--- src/rtl/linear_layer_sequencer.sv ---
// rtl/linear_layer_sequencer.sv - row/chunk sequencer for a tiled linear layer
//
// Walks M output rows; each row streams C = K/N input chunks through a
// weight fetcher with LAT cycles of latency, then drains the fetch pipeline
// and presents the row result on a valid/ready handshake.
//
// Ports:
//   clk, rst         single clock, synchronous active-high reset
//   start            begin a full layer pass (only honoured while idle)
//   busy, done       pass in progress / one-cycle pulse after the last row
//   fetch_ready      fetcher can accept a beat
//   fetch_ce         fetcher clock enable, one per accepted input chunk
//   x_valid/x_ready  input chunk handshake
//   acc_clr, acc_en, bias_add   accumulator controls aligned to fetcher data
//   out_valid/out_ready         row result handshake
//   row_idx, chunk_idx          current row and chunk position
module linear_layer_sequencer #(
  parameter int M   = 6,
  parameter int N   = 4,
  parameter int K   = 16,
  parameter int LAT = 1
) (
  input  logic                         clk,
  input  logic                         rst,
  input  logic                         start,
  output logic                         busy,
  output logic                         done,
  input  logic                         fetch_ready,
  output logic                         fetch_ce,
  input  logic                         x_valid,
  output logic                         x_ready,
  output logic                         acc_clr,
  output logic                         acc_en,
  output logic                         bias_add,
  output logic                         out_valid,
  input  logic                         out_ready,
  output logic [$clog2(M)-1:0]         row_idx,
  output logic [$clog2(K/N)-1:0]       chunk_idx
);

  localparam int C  = K / N;
  localparam int RW = $clog2(M);
  localparam int CW = $clog2(C);
  localparam int DW = $clog2(LAT + 2);

  typedef enum logic [1:0] {IDLE, RUN, DRAIN, OUT} state_t;

  state_t          state;
  logic [DW-1:0]   drain_cnt;
  logic            done_r;
  logic            beat;

  // Delay line lane per stage: {beat, first chunk of row, last chunk of row}
  logic [2:0]            tap;
  logic [LAT-1:0][2:0]   dl;
  logic [LAT-1:0][2:0]   dl_shift;

  assign busy      = (state != IDLE);
  assign x_ready   = (state == RUN) && fetch_ready;
  assign beat      = x_ready && x_valid;
  assign fetch_ce  = beat;
  assign out_valid = (state == OUT);
  assign done      = done_r;

  assign tap = {beat, chunk_idx == '0, chunk_idx == CW'(C - 1)};

  generate
    if (LAT > 1) begin : g_deep
      assign dl_shift = {dl[LAT-2:0], tap};
    end else begin : g_one
      assign dl_shift = tap;
    end
  endgenerate

  // The flags only matter when their stage also carries a beat
  assign acc_en   = dl[LAT-1][2];
  assign acc_clr  = dl[LAT-1][2] && dl[LAT-1][1];
  assign bias_add = dl[LAT-1][2] && dl[LAT-1][0];

  always_ff @(posedge clk) begin
    if (rst) begin
      state     <= IDLE;
      row_idx   <= '0;
      chunk_idx <= '0;
      drain_cnt <= '0;
      done_r    <= 1'b0;
      dl        <= '0;
    end else begin
      done_r <= 1'b0;
      dl     <= dl_shift;
      case (state)
        IDLE: begin
          if (start) begin
            state     <= RUN;
            row_idx   <= '0;
            chunk_idx <= '0;
          end
        end
        RUN: begin
          if (beat) begin
            if (chunk_idx == CW'(C - 1)) begin
              chunk_idx <= '0;
              drain_cnt <= '0;
              state     <= DRAIN;
            end else begin
              chunk_idx <= chunk_idx + 1'b1;
            end
          end
        end
        DRAIN: begin
          // Covers LAT cycles for the last beat to reach the accumulator
          // plus one cycle for the accumulator to settle.
          if (drain_cnt == DW'(LAT)) begin
            state <= OUT;
          end else begin
            drain_cnt <= drain_cnt + 1'b1;
          end
        end
        OUT: begin
          if (out_ready) begin
            if (row_idx == RW'(M - 1)) begin
              row_idx <= '0;
              state   <= IDLE;
              done_r  <= 1'b1;
            end else begin
              row_idx <= row_idx + 1'b1;
              state   <= RUN;
            end
          end
        end
        default: state <= IDLE;
      endcase
    end
  end

endmodule

--- config.mk ---
export PLATFORM = sky130hd
export DESIGN_NAME = linear_layer_sequencer
export DESIGN_NICKNAME = d
export VERILOG_FILES = /design/src/rtl/linear_layer_sequencer.sv
export SDC_FILE = /design/constraint.sdc
export NUM_CORES = 1
export LEC_CHECK = 0
export CAP_MARGIN = 40
export CORE_MARGIN = 10
export CORE_UTILIZATION = 50
export DETAILED_ROUTE_END_ITERATION = 6
export GPL_ROUTABILITY_DRIVEN = 0
export PLACE_DENSITY = 0.82
export SLEW_MARGIN = 20
export SYNTH_ARGS = -nofsm -noshare
export SYNTH_HDL_FRONTEND = slang
export SYNTH_SLANG_ARGS = --single-unit
export TNS_END_PERCENT = 5
--- constraint.sdc ---
create_clock -name clk -period 4.2 [get_ports clk]
set_input_delay 0.84 -clock clk [delete_from_list [all_inputs] [get_ports clk]]
set_output_delay 0.84 -clock clk [all_outputs]
set_load 0.02 [all_outputs]
==> results of run 1 <==
[area by class of cell]
class / instances / area (µm²)
Clock buffer: 4 / 26.3
Fill cell: 108 / 382
Inverter: 7 / 26.3
Multi-Input combinational cell: 59 / 440
Sequential cell: 13 / 260
Tap cell: 15 / 18.8
Timing Repair Buffer: 18 / 180
[worst max path at each step]
stage,from,endpoint,slack (ps),depth (start not counted)
finish,fetch_ready,fetch_ce,1200,4
global placement,fetch_ready,fetch_ce,1220,4
detailed placement,fetch_ready,fetch_ce,1190,4
global route,fetch_ready,fetch_ce,1150,4
floorplan,x_valid,fetch_ce,2260,2
CTS,fetch_ready,fetch_ce,1190,4
[placed cells by master, fill, tap and decap left out, drive strengths merged]
| master | netlist | routed |
|---|---|---|
| nand2 | 2 | 2 |
| a21oi | 5 | 5 |
| nor2b | 6 | 6 |
| a311oi | 1 | 1 |
| and2b | 1 | 1 |
| nor3b | 2 | 2 |
| clkdlybuf4s50 | 0 | 18 |
| o21ai | 1 | 1 |
| and2 | 3 | 3 |
| a211oi | 1 | 1 |
| dfxtp | 13 | 13 |
| nor4b | 1 | 1 |
| nor2 | 8 | 8 |
| nand2b | 4 | 4 |
| inv | 7 | 7 |
| a22o | 1 | 1 |
| clkbuf | 1 | 4 |
| mux2i | 5 | 5 |
| nand3b | 1 | 1 |
| a21o | 1 | 1 |
| nand3 | 5 | 5 |
| a2111oi | 1 | 1 |
| a22oi | 1 | 1 |
| nor3 | 1 | 1 |
| ha | 8 | 8 |
[metrics by stage]
step	cells	power, mW	worst slack (ps)	area [µm²]	util
global route	116	0.541	1150	952	0.714
detailed placement	112	0.423	1190	926	0.694
finish	116	0.495	1200	952	0.714
floorplan	80	0.349	2260	731	-
CTS	116	0.500	1190	952	0.714
global placement	112	0.416	1220	926	0.694
[flip-flops by register name (all words and copies together), names as in the netlist]
signal and count:
dl 3, row_idx 3, chunk_idx 2, drain_cnt 2, state 2, done 1
[critical path, cell delays in order]
cell             delay (ps)
clkdlybuf4s50_1         500
nand3_1                 130
inv_1                    80
clkdlybuf4s50_1         600
[metal layers]
layer / vias up / wire, µm / global-route usage
li1: 315 / - / -
met1: 280 / 596 / 0.0799
met2: 18 / 769 / 0.175
met3: 2 / 132 / 0.0675
met4: 0 / 19 / 0.0403
met5: - / 0 / 0
[kinds of logic after synthesis]
group,Yosys count,share of synthesized area
AO/OA/AOI/OAI,12,0.134
adder cells (fa/ha/maj),8,0.137
buffers and inverters,8,0.0411
flip-flops,13,0.356
multiplexers,5,0.0685
AND/OR/NAND/NOR,34,0.264
[power by group through the flow]
stage / combinational, mW / clock, mW / sequential [mW]
after detailed placement: 0.259 / 0 / 0.164
after global routing: 0.286 / 0.0900 / 0.165
after floorplan: 0.184 / 0 / 0.165
after global placement: 0.253 / 0 / 0.163
final: 0.256 / 0.0779 / 0.161
after CTS: 0.259 / 0.0802 / 0.161
==> results.toml, run 1 <==
[cts]
cts-resized-gates = 0
clk_latency_ps = 280
cts.sinks = 13
cts_buffers = 3
post_cts_buffers = 0
cts_tree = "done"
cts_root_buf = "clkbuf_4"
hold_buffers = 0
cts_buffer_depth = 2
htree_levels = 1
clk_pin_slew_worst_paths_ps = 80

[yosys]
synth.top_cell.area_share = 0.356
syn-mean-instance-area_um2 = 9.13
netlist_top_cells_area = "dfxtp_1 36%, ha_1 14%, mux2i_1 6.8%, nor2b_1 5.1%, nor2_1 4.1%"
syn_nets = 94
synth_warnings = 0
synth_flop_cell = "dfxtp_1"
synthArstFlopShare = 0
syn_area_um2 = 731
ys_seq_area_frac = 0.356
yosys.area.top_type = "dfxtp_1"
synth_seq_cells = 13
yosysMostFrequentCell = "dfxtp_1"
synth_edf_count = 0
synth_cells = 80
ys_types = 25
synth.top_cells.by_count = "13 x dfxtp_1, 8 x ha_1, 8 x nor2_1"

[worst_setup_path]
critical_path_peak_fanout = 3
startpoint_type = "primary input"
critical_path_required_ps = 3360
worst-setup-path-type = "primary input to output port"
crit_path_end_kind = "output port"
r2r_end = "state[1]"
r2r_cells = 6
critical_path_arrival_ps = 2160
r2r_slack_ps = 2470
regToRegStartpoint = "state[0]"

[hold_path]
min_path_type = "flip-flop to flip-flop"
holdPathEnd = "drain_cnt[1]"
holdPathStages = 2
hp-start = "drain_cnt[1]"

[power_and_ir_drop]
leakagePower_nw = 0.381
seqPwrFrac = 0.325
p_comb_frac = 0.517
power.internal_mw = 0.302
p_per_area_mw_per_mm2 = 519
p_clk_frac = 0.158
ir_drop_uv = 335
power.share.switching = 0.389
p_switching_mw = 0.192

[floorplanning]
rows = 13
die_w_um = 58.2
io-pin-count = 19
dieArea_mm2 = 0.00339
core_area_mm2 = 0.00133
start_util = 0.548
die_h_um = 58.2

[run]
cap_violations = 0

[sta]
fin_crit_sh = 0.715
worst_slew_pin_slew_ps = 492
slew_headroom = 0.671
hold_violations = 0
tns_ps = 0
rsz0062_at_grt = "no"
hold_ws_ps = 513
final.min_clock_period_ps = 3000
setup_viol = 0
fmax_ghz = 0.333
maxSlewViolCount = 0
fin_skew_ps = 0.350

[grt]
track_usage = 0.0970
grt_pass1_vias = 636
antenna_found_initial = 0
grt_overflow = 0
grt_pass1_wl_um = 2570
grt_max_degree = 14

[detailed_routing]
wl_per_cell_um = 13.1
drt_wl_total_um = 1520
vias = 615
viasPerCell = 5.30
dr.pass1.iters = 4
drc = 0
postRouteAntennaNets = 0
drt_iter0_drc = 8

[cells_and_area]
final_net_count = 116
drive_above_1_share = 0.0495
syn2layout_area_growth_pct = 30.3
antenna_cells = 0

[place]
dp.final_hpwl_um = 1220
io_buffers = 18

[status]
outcome = "complete, no violations"
(Power assumes the default switching activity.)
==> inputs of run 2 (changes only) <==
- CORE_UTILIZATION: 50 -> 46
- PLACE_DENSITY: 0.82 -> 0.76
- clock period: 4.2 -> 3.01 ns (I/O delays scaled with it)
==> results.toml, run 2 (synthesized netlist as in run 1, its figures left out) <==
[floorplanning]
dieArea_mm2 = 0.00358
die_h_um = 59.9
die_w_um = 59.9
io-pin-count = 19
rows = 14
core_area_mm2 = 0.00151
start_util = 0.485

[detailed_routing]
wl_per_cell_um = 13.3
viasPerCell = 5.21
vias = 609
dr.pass1.iters = 4
drt_wl_total_um = 1550
drc = 0
drt_iter0_drc = 9
postRouteAntennaNets = 0

[cts]
clk_latency_ps = 290
hold_buffers = 0
clk_pin_slew_worst_paths_ps = 90
cts.sinks = 13
cts_buffer_depth = 2
cts_root_buf = "clkbuf_4"
cts-resized-gates = 0
cts_buffers = 3
post_cts_buffers = 0
cts_tree = "done"
htree_levels = 1

[sta]
setup_viol = 0
setup_slack_ps = 427
fmax_ghz = 0.387
final.min_clock_period_ps = 2580
rsz0062_at_grt = "no"
tns_ps = 0
fin_skew_ps = 8.43
hold_violations = 0
fin_crit_sh = 0.858
maxSlewViolCount = 0
slew_headroom = 0.668
worst_slew_pin_slew_ps = 496

[worst_setup_path]
startpoint_type = "flip-flop"
critical_path_peak_fanout = 9
worst-setup-path-type = "flip-flop to output port"
critical_path_arrival_ps = 1980
crit_path_end_kind = "output port"
regToRegStartpoint = "state[0]"
r2r_end = "state[1]"
r2r_slack_ps = 1240
critical_path_required_ps = 2410
r2r_cells = 6

[grt]
grt_overflow = 0
grt_pass1_wl_um = 2610
grt_max_degree = 14
grt_pass1_vias = 612
antenna_found_initial = 0
track_usage = 0.0945

[cells_and_area]
regArea_um2 = 260
layout_common_cells = "18 x clkdlybuf4s50_1, 13 x dfxtp_1, 8 x nor2_1, 8 x ha_1, 7 x inv_1"
drive_above_1_share = 0.0594
reg_top3 = "dl x3, row_idx x3"
fillers = 146
syn2layout_area_growth_pct = 30.7
antenna_cells = 0
multi_input_area_um2 = 440
final_net_count = 116
layout_commonest_cell = "clkdlybuf4s50_1"

[status]
outcome = "complete, no violations"

[hold_path]
holdPathEnd = "chunk_idx[1]"
holdPathStages = 2
min_path_type = "flip-flop to flip-flop"
hp-start = "chunk_idx[1]"

[power_and_ir_drop]
p_clk_frac = 0.158
power.internal_mw = 0.420
p_switching_mw = 0.275
power_mw = 0.696
leakagePower_nw = 0.384
p_comb_frac = 0.518
seqPwrFrac = 0.323
power.share.switching = 0.396
ir_drop_uv = 598
p_per_area_mw_per_mm2 = 729

[place]
place_ws_ps = 468
dp.final_hpwl_um = 1210
io_buffers = 18

[run]
cap_violations = 0
==> run 2: changes by cell type in the layout (fill, tap and decap cells not counted), sizes merged <==
cell    before  now
clkinv       0    1
clkbuf       4    3
==> run 2: cell type report <==
class | instances | area share
Inverter | 7 | 0.0275
Sequential cell | 13 | 0.273
Tap cell | 16 | 0.0210
Timing Repair Buffer | 18 | 0.189
Clock buffer | 3 | 0.0236
Multi-Input combinational cell | 59 | 0.461
Clock inverter | 1 | 0.00524
==> run 2: routing by layer <==
layer,GRT usage,part of all wire
met1,0.0841,0.41
met2,0.166,0.48
met3,0.0657,0.10
met4,0.0288,0.0052
met5,0,0
==> run 2: critical path: stages (launching register included) <==
cell and delay [ps]:
dfxtp_1 360, inv_1 120, ha_1 350, nand3_1 180, inv_1 80, clkdlybuf4s50_1 600
==> run 2: worst max path at each step <==
| stage | cells past startpoint | slack, ps | endpoint | start |
|---|---|---|---|---|
| 5_1_grt | 5 | 260 | fetch_ce | state[1] |
| 3_5_place_dp | 4 | 470 | fetch_ce | fetch_ready |
| 2_1_floorplan | 4 | 1380 | fetch_ce | state[1] |
| 3_3_place_gp | 4 | 480 | fetch_ce | fetch_ready |
| 4_1_cts | 5 | 390 | fetch_ce | state[1] |
| 6_report | 5 | 430 | fetch_ce | state[1] |
==> run 2: power groups by stage <==
stage / combinational (mW) / clock (mW) / sequential (mW)
floorplan: 0.257 / 0 / 0.230
global placement: 0.354 / 0 / 0.227
detailed placement: 0.362 / 0 / 0.229
CTS: 0.364 / 0.115 / 0.225
global route: 0.400 / 0.123 / 0.230
finish: 0.361 / 0.110 / 0.225
==> run 2: through the flow <==
stage / hold slack (ps) / util / std cells / instance area, µm²
final: 514 / 0.634 / 117 / 955
after global routing: 541 / 0.634 / 117 / 955
after CTS: 516 / 0.634 / 117 / 955
after detailed placement: 497 / 0.615 / 113 / 927
after global placement: 485 / 0.615 / 113 / 927
after floorplan: 464 / - / 80 / 731
==> inputs of run 3 (changes only) <==
- SKIP_LAST_GASP: unset -> 1
==> results of run 3 <==
Same layout as run 2: the final DEF is identical, and so are final timing and power.
